`config.mk`:
```
export PLATFORM = sky130hd
export DESIGN_NAME = ifetch_controller_flat
export DESIGN_NICKNAME = d
export VERILOG_FILES = /design/src/rtl/ifetch_controller_if.sv /design/src/rtl/ifetch_controller.sv /design/src/flat_wrapper.sv
export SDC_FILE = /design/constraint.sdc
export NUM_CORES = 1
export LEC_CHECK = 0
export ABC_CLOCK_PERIOD_IN_PS = 1500
export BUFFER_PORTS_ARGS = -buffer_cell sky130_fd_sc_hd__buf_2
export CAP_MARGIN = 20
export CORE_ASPECT_RATIO = 1.25
export CORE_UTILIZATION = 41
export DETAILED_ROUTE_END_ITERATION = 7
export GPL_TIMING_DRIVEN = 0
export PLACE_DENSITY = 0.75
export SETUP_SLACK_MARGIN = 0.1
export SLEW_MARGIN = 25
export SYNTH_ARGS = -nofsm -noshare
export SYNTH_HDL_FRONTEND = slang
export SYNTH_SLANG_ARGS = --single-unit
```
`constraint.sdc`:
```
create_clock -name clk -period 1.5 [get_ports clk]
set_input_delay 0.225 -clock clk [delete_from_list [all_inputs] [get_ports clk]]
set_output_delay 0.225 -clock clk [all_outputs]
set_load 0.005 [all_outputs]
```
`src/rtl/ifetch_controller_if.sv`:
```
// ifetch_controller_if: IMEM bus, decode handshake, control and perf signals of the fetch stage
interface ifetch_controller_if;
  logic        Start;
  logic [7:0]  Read_Address;
  logic [7:0]  Instruction_In;
  logic [7:0]  IR;
  logic [7:0]  IR_PC;
  logic        IR_Valid;
  logic        IR_Ready;
  logic        Branch_Taken;
  logic [7:0]  Branch_Target;
  logic        Halted;
  logic [15:0] Fetch_Count;
  logic [15:0] Stall_Count;
  modport master (
    input  Start, Instruction_In, IR_Ready, Branch_Taken, Branch_Target,
    output Read_Address, IR, IR_PC, IR_Valid, Halted, Fetch_Count, Stall_Count
  );
  modport slave (
    output Start, Instruction_In, IR_Ready, Branch_Taken, Branch_Target,
    input  Read_Address, IR, IR_PC, IR_Valid, Halted, Fetch_Count, Stall_Count
  );
endinterface

```
`src/rtl/ifetch_controller.sv`:
```
// ifetch_controller: PC/IR fetch stage with branch redirect, halt and start; IFETCH_PERF_EN adds perf counters
module ifetch_controller #(
  parameter int          MEM_DEPTH  = 32,
  parameter logic [7:0]  RESET_PC   = 8'h00,
  parameter logic [7:0]  HALT_INSTR = 8'hFF
) (
  input  logic                  clk,
  input  logic                  rst_n,
  ifetch_controller_if.master   bus
);
  localparam logic [7:0] MASK = 8'(MEM_DEPTH - 1);
  typedef enum logic [1:0] {IDLE, FETCH, HALT} state_t;
  state_t     state_q, state_d;
  logic [7:0] pc_q, pc_d, ir_q, ir_d, ir_pc_q, ir_pc_d;
  logic       ir_v_q, ir_v_d;
  logic       free;
  assign free = !ir_v_q || bus.IR_Ready;
  always_comb begin
    state_d = state_q;
    pc_d    = pc_q;
    ir_d    = ir_q;
    ir_pc_d = ir_pc_q;
    ir_v_d  = ir_v_q;
    case (state_q)
      IDLE: if (bus.Start) begin
        pc_d    = RESET_PC & MASK;
        state_d = FETCH;
      end
      FETCH: if (bus.Branch_Taken) begin
        pc_d   = bus.Branch_Target & MASK;
        ir_v_d = 1'b0;
      end else if (free) begin
        ir_d    = bus.Instruction_In;
        ir_pc_d = pc_q;
        ir_v_d  = 1'b1;
        // the halt word is delivered but the PC stays on it
        state_d = bus.Instruction_In == HALT_INSTR ? HALT : FETCH;
        pc_d    = bus.Instruction_In == HALT_INSTR ? pc_q : (pc_q + 8'd1) & MASK;
      end
      HALT: if (bus.Branch_Taken || bus.Start) begin
        pc_d    = bus.Branch_Taken ? bus.Branch_Target & MASK : RESET_PC & MASK;
        ir_v_d  = 1'b0;
        state_d = FETCH;
      end else if (bus.IR_Ready) begin
        ir_v_d = 1'b0;
      end
      default: state_d = IDLE;
    endcase
  end
  always_ff @(posedge clk or negedge rst_n) begin
    if (!rst_n) begin
      state_q <= IDLE;
      pc_q    <= RESET_PC & MASK;
      ir_q    <= 8'h00;
      ir_pc_q <= 8'h00;
      ir_v_q  <= 1'b0;
    end else begin
      state_q <= state_d;
      pc_q    <= pc_d;
      ir_q    <= ir_d;
      ir_pc_q <= ir_pc_d;
      ir_v_q  <= ir_v_d;
    end
  end
  assign bus.Read_Address = pc_q;
  assign bus.IR           = ir_q;
  assign bus.IR_PC        = ir_pc_q;
  assign bus.IR_Valid     = ir_v_q;
  assign bus.Halted       = state_q == HALT;
`ifdef IFETCH_PERF_EN
  logic [15:0] fc_q, sc_q;
  logic        load, stall;
  assign load  = state_q == FETCH && !bus.Branch_Taken && free;
  assign stall = state_q == FETCH && ir_v_q && !bus.IR_Ready;
  always_ff @(posedge clk or negedge rst_n) begin
    if (!rst_n) begin
      fc_q <= 16'h0000;
      sc_q <= 16'h0000;
    end else begin
      if (load && !(&fc_q)) fc_q <= fc_q + 16'd1;
      if (stall && !(&sc_q)) sc_q <= sc_q + 16'd1;
    end
  end
  assign bus.Fetch_Count = fc_q;
  assign bus.Stall_Count = sc_q;
`else
  assign bus.Fetch_Count = 16'h0000;
  assign bus.Stall_Count = 16'h0000;
`endif
endmodule

```
`src/flat_wrapper.sv`:
```
// flat-port wrapper written by rule: the top's interface ports become plain ports
module ifetch_controller_flat 
#(
  parameter int          MEM_DEPTH  = 32,
  parameter logic [7:0]  RESET_PC   = 8'h00,
  parameter logic [7:0]  HALT_INSTR = 8'hFF
)
  (clk, rst_n, bus_Start, bus_Instruction_In, bus_IR_Ready, bus_Branch_Taken, bus_Branch_Target, bus_Read_Address, bus_IR, bus_IR_PC, bus_IR_Valid, bus_Halted, bus_Fetch_Count, bus_Stall_Count);
  ifetch_controller_if bus_i ();
  input  logic clk;
  input  logic rst_n;
  input wire logic [$bits(bus_i.Start)-1:0] bus_Start;
  input wire logic [$bits(bus_i.Instruction_In)-1:0] bus_Instruction_In;
  input wire logic [$bits(bus_i.IR_Ready)-1:0] bus_IR_Ready;
  input wire logic [$bits(bus_i.Branch_Taken)-1:0] bus_Branch_Taken;
  input wire logic [$bits(bus_i.Branch_Target)-1:0] bus_Branch_Target;
  output wire logic [$bits(bus_i.Read_Address)-1:0] bus_Read_Address;
  output wire logic [$bits(bus_i.IR)-1:0] bus_IR;
  output wire logic [$bits(bus_i.IR_PC)-1:0] bus_IR_PC;
  output wire logic [$bits(bus_i.IR_Valid)-1:0] bus_IR_Valid;
  output wire logic [$bits(bus_i.Halted)-1:0] bus_Halted;
  output wire logic [$bits(bus_i.Fetch_Count)-1:0] bus_Fetch_Count;
  output wire logic [$bits(bus_i.Stall_Count)-1:0] bus_Stall_Count;
  assign bus_i.Start = bus_Start;
  assign bus_i.Instruction_In = bus_Instruction_In;
  assign bus_i.IR_Ready = bus_IR_Ready;
  assign bus_i.Branch_Taken = bus_Branch_Taken;
  assign bus_i.Branch_Target = bus_Branch_Target;
  assign bus_Read_Address = bus_i.Read_Address;
  assign bus_IR = bus_i.IR;
  assign bus_IR_PC = bus_i.IR_PC;
  assign bus_IR_Valid = bus_i.IR_Valid;
  assign bus_Halted = bus_i.Halted;
  assign bus_Fetch_Count = bus_i.Fetch_Count;
  assign bus_Stall_Count = bus_i.Stall_Count;
  ifetch_controller #(.MEM_DEPTH(MEM_DEPTH), .RESET_PC(RESET_PC), .HALT_INSTR(HALT_INSTR)) u_core (.clk(clk), .rst_n(rst_n), .bus(bus_i));
endmodule
```
==> metrics.csv <==
metric;value;unit
multi-input logic area;917.1;sq um
synthesized area per cell;10.41;sq um
total number of vias;1265;
post-route setup slack;-118.7;ps
clk_skew;2.984;ps
Initial DRC Count;25;
Root Buffer;clkbuf_8;
fin crit period;1619;ps
Lkg Pwr;1.228;nW
synthesis-stage register bit count;21;
Yosys cell types;36;
synthesized instance count;145;
status;finished, violations left;
failing checks;setup timing;
Initial Utilization;0.4295;
number of synthesized flops with an enable pin;0;
Setup crit start kind;register;
final setup vio count;19;
Power Total;3.119;mW
Ports;79;
largest buffer count on any clock path;2;
pwr dens;1378;nW/um^2
Max rail drop VDD;0.001087;V
vias in the first global route;1131;
Max-Cap Viols;0;
Syn Std Cell Area;1509;sq um
slowest stage delay, CP;490;ps
gpl congestion;0.8376;
fin area;2263;sq um
first-pass iteration count of the detailed router;4;
Commonest cells post-synth;39 x buf_4, 21 x dfrtp_1, 8 x mux2_4, 8 x o21ai_0;
crit-path cells;inv_4 -> ha_4 -> nand2b_4 -> a21oi_4 -> a21oi_4 -> buf_6 -> a32o_1;
post-DP HPWL;2202;um
clk sinks;21;
wirelength, routed;3438;um
CTS buffer count;3;
synth top area cells;dfrtp_1 35%, buf_4 19%, mux2_4 8.0%;
most frequent cell after synthesis;buf_4;
Core Util, Final;0.6442;
Worst Path Required;1650;ps
Setup TNS;-1073;ps
drt drc;0;
Seq. cell area;528.0;sq um
CORE AREA;3513;sq um
FILL cells;279;
# nets final;270;
CP Capture Type;register;
placed cell areas;1893;sq um
H-tree Lvls;1;
Most common cell on crit path;a21oi_4;
Critical path buffers and inverters;2;
fmax;617.8;MHz
share of cells above drive strength 1;0.5785;
Synth Warn #;0;
Avg WL per Cell;12.23;um
Vias per Instance;4.502;
I/O Buffers;37;
CP Max Fanout;6;
asr flop ratio synth;1.000;
worst path arrival time;1770;ps
# diodes;0;
Tcrit/Tclk final;1.079;
initial antenna violation count;0;
Die W;56.26;um
cell family with most CP delay;compound AO/OA/AOI/OAI gates;
first-pass GRT wire length;5195;um
Core Rows;24;
Slowest cell on crit path;dfrtp_2;
post-synth top area cell;dfrtp_1;
final hold viol count;0;
post-route ant nets;0;
CTS clock-pin slew for the worst setup and hold paths;80;ps
Worst Path Class, Setup;reg -> reg;
GRT overflow;0;
CTS tree;done;
Clk Latency, worst-skew pair;270;ps
Min-Delay Path Class;in -> reg;
share of the synthesized area in the top cell type;0.3483;
largest net degree at the start of global routing;22;
P&R area growth vs syn;50.00;%
post-synthesis sequential area ratio;0.3483;
fin. max-slew vios;0;
GRT Total Usage;0.1720;
chip height;69.83;um
Synth Flop Type;dfrtp_1;
RSZ-0062 raised after global routing;true;
die footprint;3928;sq um
## layer usage
layer	vias up	wire, um	track usage
li1	613	-	-
met1	586	1270	0.1929
met2	59	1873	0.2910
met3	7	229	0.05410
met4	0	64	0.08401
met5	-	0	0
## per-stage QoR
step                instances  hold WS, ps  setup WS (ps)
finish                    281        196.7         -118.7
floorplan                 182       -70.59         -78.82
detailed placement        258        215.0         -215.5
global route              281        186.3         -166.7
global placement          258        206.4         -216.0
CTS                       274        199.9         -116.7
## power breakdown
group          internal, mW  switching [mW]  total [mW]  leakage [nW]
Sequential            0.798           0.190       0.987         0.252
Combinational          1.04           0.707        1.74         0.951
Clock                 0.186           0.202       0.388        0.0255
## layout make-up
class,instances,area share
buffer,40,0.1376
clock buffer,3,0.01824
clock inverter,1,0.002211
inverter,6,0.01106
multi-input combinational,114,0.4052
sequential,21,0.2333
tap,39,0.02156
timing repair buffer,57,0.1708
## flip-flops by register name, indices dropped and copies added, names as in the netlist
signal	count
u_core.state_q	2
u_core.bus.Read_Address	5
u_core.bus.IR_PC	5
u_core.bus.IR	8
u_core.bus.IR_Valid	1
## final timing paths
kind	start	endpoint	slack (ps)	cells past startpoint
worst max register to register	u_core.state_q[0]$_DFFE_PN0P_	u_core.bus.Read_Address[3]$_DFFE_PN0P_	-120	7
worst min register to register	u_core.bus.IR_PC[2]$_DFFE_PN0P_	u_core.bus.IR_PC[2]$_DFFE_PN0P_	500	2
min in group asynchronous	rst_n	u_core.bus.IR[6]$_DFFE_PN0P_	460	2
worst min-delay path	bus_Instruction_In[6]	u_core.bus.IR[6]$_DFFE_PN0P_	200	2
worst max-delay path	u_core.state_q[0]$_DFFE_PN0P_	u_core.bus.Read_Address[3]$_DFFE_PN0P_	-120	7
max in group asynchronous	rst_n	u_core.state_q[0]$_DFFE_PN0P_	680	2
## logic make-up (layout without fill, tap and decap cells)
family | count (synthesis) | count (layout) | share of synthesized area
compound gates | 25 | 25 | 0.1269
xor+xnor | 1 | 1 | 0.005805
fa+ha+maj | 6 | 6 | 0.04975
buf+inv | 47 | 107 | 0.2239
flops | 21 | 21 | 0.3483
mux | 16 | 16 | 0.1385
other cells | 1 | 38 | 0.002485
simple gates | 28 | 28 | 0.1045
## placed cells by master, fill, tap and decap left out, drive strengths merged, types with 3 or more instances in the layout
cell type,count
ha,6
buf,95
dfrtp,21
conb,38
nor2,3
nand2,8
nor2b,6
a21oi,4
mux2,15
inv,6
clkbuf,4
o21ai,9
nand2b,3
## repair_timing
| action | CTS | global route |
|---|---|---|
| pin swaps | 5 | 10 |
| setup buffers | 11 | 7 |
| hold buffers | 1 | 0 |
| cloned | 0 | 1 |
| endpoints found under the setup margin | 22 | 22 |
| hold endpoints to repair | 21 | 0 |
| gates resized for setup | 15 | 24 |
(Power assumes the default switching activity.)
